<file path="src/rtl/interrupt_sequencer_pkg.sv">
// Shared processor definitions used by the interrupt entry sequencer:
// FSM state encoding, default parameters, pipeline NOP/bubble constants
// and the stack address helper.
package interrupt_sequencer_pkg;

    typedef enum logic [2:0] {
        ST_IDLE     = 3'd0,
        ST_DRAIN    = 3'd1,
        ST_PUSH_HI  = 3'd2,
        ST_PUSH_LO  = 3'd3,
        ST_PUSH_CCR = 3'd4,
        ST_VECTOR   = 3'd5
    } seq_state_t;

    localparam int          DRAIN_CYCLES_DEFAULT = 3;
    localparam logic [31:0] INT_VECTOR_DEFAULT   = 32'h0000_0002;

    // Instruction word placed in FD on a flush, and the all-zero control
    // word that makes up a DE bubble.
    localparam logic [15:0] NOP_INSTR   = 16'h0000;
    localparam logic [31:0] BUBBLE_CTRL = 32'h0000_0000;

    // Stack slot 'offset' entries below the captured SP. The subtraction is
    // full 32-bit so that SP=0 wraps to the top of the 12-bit data memory.
    function automatic logic [11:0] stack_slot(input logic [31:0] sp,
                                               input logic [31:0] offset);
        logic [31:0] addr;
        addr = sp - offset;
        return addr[11:0];
    endfunction

endpackage

</file>
<file path="src/rtl/drain_counter.sv">
// Down-counter that times the pipeline drain before the stack pushes.
// Loads a start value, counts down once per enabled cycle and holds at zero.
module drain_counter #(
    parameter int WIDTH = 2
) (
    input  logic             clk,
    input  logic             reset,
    input  logic             load,
    input  logic [WIDTH-1:0] load_value,
    input  logic             dec,
    output logic             zero
);

    logic [WIDTH-1:0] count;

    // Count register: reset, load, or saturating decrement.
    // NOTE: sequential state uses non-blocking (<=) so every flop samples
    // pre-edge values regardless of block ordering.
    always_ff @(posedge clk) begin
        if (reset) begin
            count <= '0;
        end else if (load) begin
            count <= load_value;
        end else if (dec && (count != '0)) begin
            count <= count - WIDTH'(1);
        end
    end

    assign zero = (count == '0);

endmodule

</file>
<file path="src/rtl/interrupt_sequencer.sv">
// Interrupt entry sequencer: drains the pipeline, pushes the return PC
// (high then low half) and the condition flags onto the stack, updates SP
// and redirects fetch to the interrupt vector. Outside an entry sequence it
// passes the load-use stall and branch flush controls straight through.
module interrupt_sequencer
    import interrupt_sequencer_pkg::*;
#(
    parameter int          DRAIN_CYCLES = DRAIN_CYCLES_DEFAULT,
    parameter logic [31:0] INT_VECTOR   = INT_VECTOR_DEFAULT
) (
    input  logic        clk,
    input  logic        reset,
    input  logic        int_req,
    input  logic        load_use_stall,
    input  logic        branch_taken,
    input  logic [31:0] pc_cur,
    input  logic [31:0] sp_cur,
    input  logic [4:0]  ccr_cur,
    output logic        fd_en,
    output logic        de_en,
    output logic        flush_fd,
    output logic        flush_de,
    output logic        stk_wr,
    output logic [11:0] stk_addr,
    output logic [15:0] stk_data,
    output logic        sp_wr,
    output logic [31:0] sp_wr_data,
    output logic        pc_load,
    output logic [31:0] pc_load_value,
    output logic        int_ack,
    output logic        busy
);

    localparam int CNT_W = (DRAIN_CYCLES > 1) ? $clog2(DRAIN_CYCLES) : 1;

    seq_state_t  state;
    seq_state_t  state_next;
    logic        pending;
    logic [31:0] ret_pc;
    logic [31:0] sp_cap;
    logic        cnt_load;
    logic        cnt_dec;
    logic        cnt_zero;
    logic        capture;

    drain_counter #(
        .WIDTH (CNT_W)
    ) u_drain_counter (
        .clk        (clk),
        .reset      (reset),
        .load       (cnt_load),
        .load_value (CNT_W'(DRAIN_CYCLES - 1)),
        .dec        (cnt_dec),
        .zero       (cnt_zero)
    );

    // State register.
    always_ff @(posedge clk) begin
        if (reset) begin
            state <= ST_IDLE;
        end else begin
            state <= state_next;
        end
    end

    // Next-state logic; a request seen while busy waits in 'pending'.
    // NOTE: every signal gets a default first so no path leaves it unassigned
    // and no latch is inferred.
    always_comb begin
        state_next = state;
        cnt_load   = 1'b0;
        cnt_dec    = 1'b0;
        capture    = 1'b0;
        unique case (state)
            ST_IDLE: begin
                if (pending || int_req) begin
                    state_next = ST_DRAIN;
                    cnt_load   = 1'b1;
                end
            end
            ST_DRAIN: begin
                cnt_dec = 1'b1;
                if (cnt_zero) begin
                    capture    = 1'b1;
                    state_next = ST_PUSH_HI;
                end
            end
            ST_PUSH_HI:  state_next = ST_PUSH_LO;
            ST_PUSH_LO:  state_next = ST_PUSH_CCR;
            ST_PUSH_CCR: state_next = ST_VECTOR;
            ST_VECTOR:   state_next = ST_IDLE;
            default:     state_next = ST_IDLE;
        endcase
    end

    // Pending request flag and the return context captured at end of drain.
    // PC is sampled on the last drain cycle so a branch resolved during the
    // drain is what gets pushed as the return address.
    always_ff @(posedge clk) begin
        if (reset) begin
            pending <= 1'b0;
            ret_pc  <= '0;
            sp_cap  <= '0;
        end else begin
            pending <= int_req || (pending && !int_ack);
            if (capture) begin
                ret_pc <= pc_cur;
                sp_cap <= sp_cur;
            end
        end
    end

    // Output decode; reset forces the quiet pass-through values so an
    // abandoned sequence issues no further stack writes.
    always_comb begin
        fd_en         = 1'b1;
        de_en         = 1'b1;
        flush_fd      = 1'b0;
        flush_de      = 1'b0;
        stk_wr        = 1'b0;
        stk_addr      = '0;
        stk_data      = '0;
        sp_wr         = 1'b0;
        sp_wr_data    = '0;
        pc_load       = 1'b0;
        pc_load_value = '0;
        int_ack       = 1'b0;
        busy          = 1'b0;
        if (!reset) begin
            unique case (state)
                ST_IDLE: begin
                    fd_en    = !load_use_stall;
                    de_en    = !load_use_stall;
                    flush_de = load_use_stall;
                    flush_fd = branch_taken;
                end
                ST_DRAIN: begin
                    busy     = 1'b1;
                    fd_en    = 1'b0;
                    flush_de = 1'b1;
                    flush_fd = branch_taken;
                end
                ST_PUSH_HI: begin
                    busy     = 1'b1;
                    fd_en    = 1'b0;
                    de_en    = 1'b0;
                    stk_wr   = 1'b1;
                    stk_addr = stack_slot(sp_cap, 32'd0);
                    stk_data = ret_pc[31:16];
                end
                ST_PUSH_LO: begin
                    busy     = 1'b1;
                    fd_en    = 1'b0;
                    de_en    = 1'b0;
                    stk_wr   = 1'b1;
                    stk_addr = stack_slot(sp_cap, 32'd1);
                    stk_data = ret_pc[15:0];
                end
                ST_PUSH_CCR: begin
                    busy       = 1'b1;
                    fd_en      = 1'b0;
                    de_en      = 1'b0;
                    stk_wr     = 1'b1;
                    stk_addr   = stack_slot(sp_cap, 32'd2);
                    stk_data   = {11'b0, ccr_cur};
                    sp_wr      = 1'b1;
                    sp_wr_data = sp_cap - 32'd3;
                end
                ST_VECTOR: begin
                    busy          = 1'b1;
                    fd_en         = 1'b0;
                    de_en         = 1'b0;
                    pc_load       = 1'b1;
                    pc_load_value = INT_VECTOR;
                    flush_fd      = 1'b1;
                    int_ack       = 1'b1;
                end
                default: begin
                end
            endcase
        end
    end

endmodule

</file>
<file path="config.mk">
export PLATFORM = sky130hd
export DESIGN_NAME = interrupt_sequencer
export DESIGN_NICKNAME = d
export VERILOG_FILES = /design/src/rtl/interrupt_sequencer_pkg.sv /design/src/rtl/drain_counter.sv /design/src/rtl/interrupt_sequencer.sv
export SDC_FILE = /design/constraint.sdc
export NUM_CORES = 1
export LEC_CHECK = 0
export CAP_MARGIN = 15
export CORE_MARGIN = 5
export CORE_UTILIZATION = 35
export CTS_CLUSTER_SIZE = 14
export DETAILED_ROUTE_END_ITERATION = 10
export GPL_TIMING_DRIVEN = 0
export PLACE_DENSITY_LB_ADDON = 0.08
export SYNTH_ARGS = -nofsm -noshare
export SYNTH_HDL_FRONTEND = slang
export SYNTH_SLANG_ARGS = --single-unit
</file>
<file path="constraint.sdc">
create_clock -name clk -period 7.3 [get_ports clk]
set_input_delay 2.19 -clock clk [delete_from_list [all_inputs] [get_ports clk]]
set_output_delay 2.19 -clock clk [all_outputs]
set_load 0.02 [all_outputs]
</file>
## Word-level counts from Yosys, hierarchy flattened

Cells that the tools add are included.

| cells by class | value |
|---|---|
| reductions and logical operators | 16 |
| mux-type cells | 34 |
| equal/unequal tests | 7 |
| add/sub/neg operators | 4 |

Operators with widths:

| kind | count |
|---|---|
| 2-to-1 mux 32 bit | 2 |
| case mux 16 bit (3 select lines) | 1 |
| case mux 12 bit (3 select lines) | 1 |
| subtractor 32 x 2 -> 32 bit, second input constant | 1 |
| 2-to-1 mux 1 bit | 17 |
| 2-to-1 mux 16 bit | 1 |
| case mux 3 bit (5 select lines) | 1 |
| 2-to-1 mux 12 bit | 1 |
| subtractor 12 x 1 -> 12 bit, second input constant | 1 |
| subtractor 12 x 2 -> 12 bit, second input constant | 1 |
| 2-to-1 mux 2 bit | 4 |
| case mux 1 bit (2 select lines) | 4 |
| == test 3 x 2 -> 1 bit, second input constant | 2 |
| == test 3 bit, second input constant | 2 |
| 2-to-1 mux 3 bit | 2 |
| OR reduction 5 bit | 1 |
| != test 2 bit, second input constant | 2 |
| nonzero test 2 bit | 2 |
| OR reduction 2 bit | 2 |
| OR reduction 4 bit | 1 |
| == test 3 x 1 -> 1 bit, second input constant | 1 |
| logical NOT 3 bit | 1 |
| OR reduction 3 bit | 1 |
| logical AND 1 bit | 2 |
| 5 further kinds | 7 |

| word-level totals | value |
|---|---|
| register bits | 70 |
| word-level logic and storage cells | 67 |
| output and inout bits | 101 |

## Logic depth before layout (Yosys ltp)

| depth | value |
|---|---|
| depth after elaboration | 6 |
| gate-level depth with buffers | 7 |
| depth with buffers taken out | 6 |

## By module

Synthesis repeated with hierarchy kept, for this count alone.

| unflattened totals | value |
|---|---|
| cells, all modules | 624 |
| area total of the unflattened synthesis | 4330.4 µm² |

By module, submodules not included:

| module | instances | cells an instance | area an instance (µm²) | sequential area each (µm²) |
|---|---|---|---|---|
| interrupt_sequencer | 1 | 610 | 4204.0 | 1361.3 |
| drain_counter | 1 | 14 | 126.4 | 40.0 |

## Worst setup path before layout

OpenSTA, ideal clock, no wires.

| timing | value |
|---|---|
| path kind | input to output |
| from | in reset |
| to | out pc_load |
| arrival | 3.469 ns |
| data required time | 5.110 ns |
| cell stages on the path | 4 |
| buffers on the path | 3 |
| setup slack | 1.641 ns |
| path through | clkbuf_1 > clkbuf_1 > nor3b_1 > buf_4 |

| on the way | value |
|---|---|
| cells in the longest elaborated chain, start to end | 1 |

Ends and longest elaborated chain:

| what | line | text |
|---|---|---|
| start: declaration | interrupt_sequencer.sv:12 | `input logic reset,` |
| 2-to-1 mux 1 bit | -- |  |
| end: declaration | interrupt_sequencer.sv:28 | `output logic pc_load,` |

No other way between the ends.

## Final worst setup path

| timing | value |
|---|---|
| from | in reset |
| to | out sp_wr_data[27] |

| on the way | value |
|---|---|
| cells in the longest elaborated chain, start to end | 1 |

Ends and longest elaborated chain:

| what | line | text |
|---|---|---|
| 2-to-1 mux 32 bit | interrupt_sequencer.sv:129 | `if (!reset) begin` |
| end: declaration | interrupt_sequencer.sv:27 | `output logic [31:0] sp_wr_data,` |

No other way between the ends.

==> metrics.md <==
| Metric | Value |
|---|---|
| Status | finished, final reports clean |
| Grt total ovfl | 0 |
| Fin util | 0.520 |
| Total global-route track usage | 0.190 |
| Final hold violations | 0 |
| Synth area leader | dfxtp_1 |
| Cts hold-fix bufs | 0 |
| Buffers on Ports | 142 |
| Critical Path Fanout Max | 10 |
| P per Cell Area | 245 nW/um^2 |
| Top FF cell, synth | dfxtp_1 |
| Largest net degree at the start of global routing | 15 |
| Vias in the first global route | 4612 |
| Setup TNS | 0 ns |
| DR WL met3 | 1170 microns |
| Simple-Gate Fraction of Synth Area | 0.297 |
| Setup ws final | 0.708 ns |
| Root buffer cell | clkbuf_16 |
| Relative max-transition margin | 0.306 |
| Compound-Gate Fraction of Synth Area | 0.194 |
| CTS buffer count | 9 |
| Syn Inst Count | 635 |
| Highest routed layer | met4 |
| Max rail drop VDD | 0.103 mV |
| 1st-iter DRT viols | 299 |
| Unique masters post-synth | 52 |
| Pleak | 2.42 nW |
| CP endpoint kind | primary output |
| Post-Route M1 WL | 6500 microns |
| Avg Synthesized Cell Area | 7.02 sq um |
| Most frequent cell after synthesis | nand2_1 |
| Clk sinks | 70 |
| Clock Skews | 0.00543 ns |
| Ys Warns | 0 |
| Post-DP HPWL | 11400 microns |
| Adder-Cell Fraction of Synth Area | 0.0140 |
| Final nets | 897 |
| CP Data Required Time | 5.11 ns |
| Share of cells above drive strength 1 | 0.0802 |
| Hold crit path type | register to register |
| Gates resized, CTS repair | 0 |
| GPL Wtd Cong | 0.882 |
| Post-synthesis sequential area ratio | 0.314 |
| Hold path startpoint | ret_pc[6]$_SDFFE_PP0P_ |
| Worst Setup SP | reset |
| IO Count | 175 |
| H-tree depth | 3 |
| FMAX | 152 MHz |
| Worst-path clk slew | 0.06 ns |
| Worst-Margin Slew | 1.03 ns |
| Die width | 123 microns |
| Most common library cells after synthesis | nand2_1 (147), a21oi_1 (96), dfxtp_1 (70) |
| Drt drc | 0 |
| CP startpoint kind | input port |
| Deepest clock path buffer count | 2 |
| Top cells by area, synth | dfxtp_1 (31%), nand2_1 (12%), a21oi_1 (11%) |
| Yosys top cell area share | 0.314 |
| Post-synth ARST share | 0 |
| Crit Path Category | input port to primary output |
| Flops & latches, synth | 70 |
| EDFF count, synth | 0 |
| Die area | 15100 sq um |
| RSZ-0062 raised after global routing | no |
| WL met2 | 6900 microns |
| Vias/cell | 4.96 |
| Critical R2R Launch | state[1]$_SDFFE_PP0P_ |
| Total wire length | 14800 microns |
| Max Cap Viol | 0 |
| CP arrival | 4.40 ns |
| Post-place setup slack | 0.704 ns |
| Area growth from synthesis to layout | 46.6% |
| DR vias | 4937 |
| N_diodes | 0 |
| Post-synthesis mux area share | 0.0407 |
| Core footprint | 12600 sq um |
| DRT antenna net count | 0 |
| Post-Synth XOR/XNOR Area | 0.0314 |
| Row count | 41 |
| Initial antenna violation count | 0 |
| Main combinational cell family by area after synthesis | simple AND/OR/NAND/NOR gates |
| Initial Util | 0.355 |
| Post-CTS setup buffer count | 0 |
| DR pass1 iterations | 7 |
| Tmin final | 6.59 ns |
| Global-route wire length before repair | 22900 microns |
| Mapped cell area | 4460 sq um |
| Fin crit share | 0.903 |
| Detailed-route wire length per cell | 14.9 microns |
| Final setup viols | 0 |
| Worst skew pair latency | 0.33 ns |
| CTS tree | yes |
| Fin. max-slew vios | 0 |
| Die Y | 123 microns |
==> report_power, final <==
group          internal [mW]  total (mW)  switching (mW)
clock network          0.304       0.485           0.181
registers              0.430       0.470          0.0396
logic                  0.263       0.650           0.387
==> cell families (layout without fill, tap and decap cells) <==
kind of cell | after synthesis | after routing
simple gates | 284 | 284
compound gates | 150 | 150
buf+inv | 91 | 249
flops | 70 | 70
mux | 18 | 18
xor+xnor | 16 | 16
fa+ha+maj | 5 | 5
other cells | 1 | 31
==> path summary, 6_finish.rpt <==
| kind | end | slack (ns) | cells past startpoint |
|---|---|---|---|
| hold reg to reg | ret_pc[6]$_SDFFE_PP0P_ | 0.46 | 2 |
| setup / recovery | sp_wr_data[27] | 0.71 | 6 |
| hold / removal | ret_pc[6]$_SDFFE_PP0P_ | 0.46 | 2 |
| setup reg to reg | sp_cap[19]$_SDFFE_PP0P_ | 4.93 | 7 |
==> per-layer routing <==
metal | track usage | up-vias
met5 | 0 | -
met3 | 0.0396 | 20
li1 | - | 2480
met1 | 0.239 | 2256
met4 | 0.0630 | 0
met2 | 0.324 | 181
==> worst max-delay path, stage by stage <==
cell and delay (ns):
clkbuf_1 0.36, or2_2 0.25, clkbuf_1 0.41, buf_1 0.49
a21oi_1 0.13, clkdlybuf4s50_1 0.57
==> stage by stage <==
step / hold slack, ns / instance area (sq um) / cells / total power [mW]
final: 0.456 / 6540 / 995 / 1.60
after global routing: 0.476 / 6540 / 995 / 1.70
after CTS: 0.457 / 6540 / 995 / 1.61
after detailed placement: 0.448 / 6210 / 979 / 1.12
after global placement: 0.444 / 6210 / 979 / 1.11
after floorplan: 0.436 / 4570 / 665 / 0.932
==> cell type report <==
type | count | area (sq um)
inverters | 9 | 33.8
flip-flops and latches | 70 | 1400
repair buffers | 142 | 1420
well taps | 172 | 215
clock buffers | 9 | 225
fillers | 1242 | 6030
clock inverters | 7 | 105
multi-input cells | 504 | 2690
plain buffers | 82 | 448
==> flip-flops by register name (all words and copies together), names as in the netlist <==
register / flops
u_drain_counter.count: 2
state: 3
sp_cap: 32
ret_pc: 32
pending: 1
==> cell usage in the layout (no fill, tap or decap), types with 3 or more instances in the layout <==
cell,netlist,routed
a21oi_1,96,96
a22oi_1,10,10
and2_1,7,7
buf_1,9,9
buf_4,33,33
clkbuf_1,37,37
clkbuf_16,0,9
clkdlybuf4s50_1,0,142
conb_1,1,31
dfxtp_1,70,70
ha_1,5,5
inv_1,9,9
mux2i_1,17,17
nand2_1,147,147
nand2b_1,6,6
nand3_1,5,5
nand3b_1,3,3
nand4_1,4,4
nor2_1,44,44
nor2b_1,7,7
nor3_1,13,13
nor3b_1,3,3
nor4_1,8,8
o21ai_0,15,15
o31ai_1,10,10
o41ai_1,3,3
or2_2,9,9
or3_1,5,5
or4_1,14,14
xnor2_1,9,9
xor2_1,7,7
(Power assumes the default switching activity.)
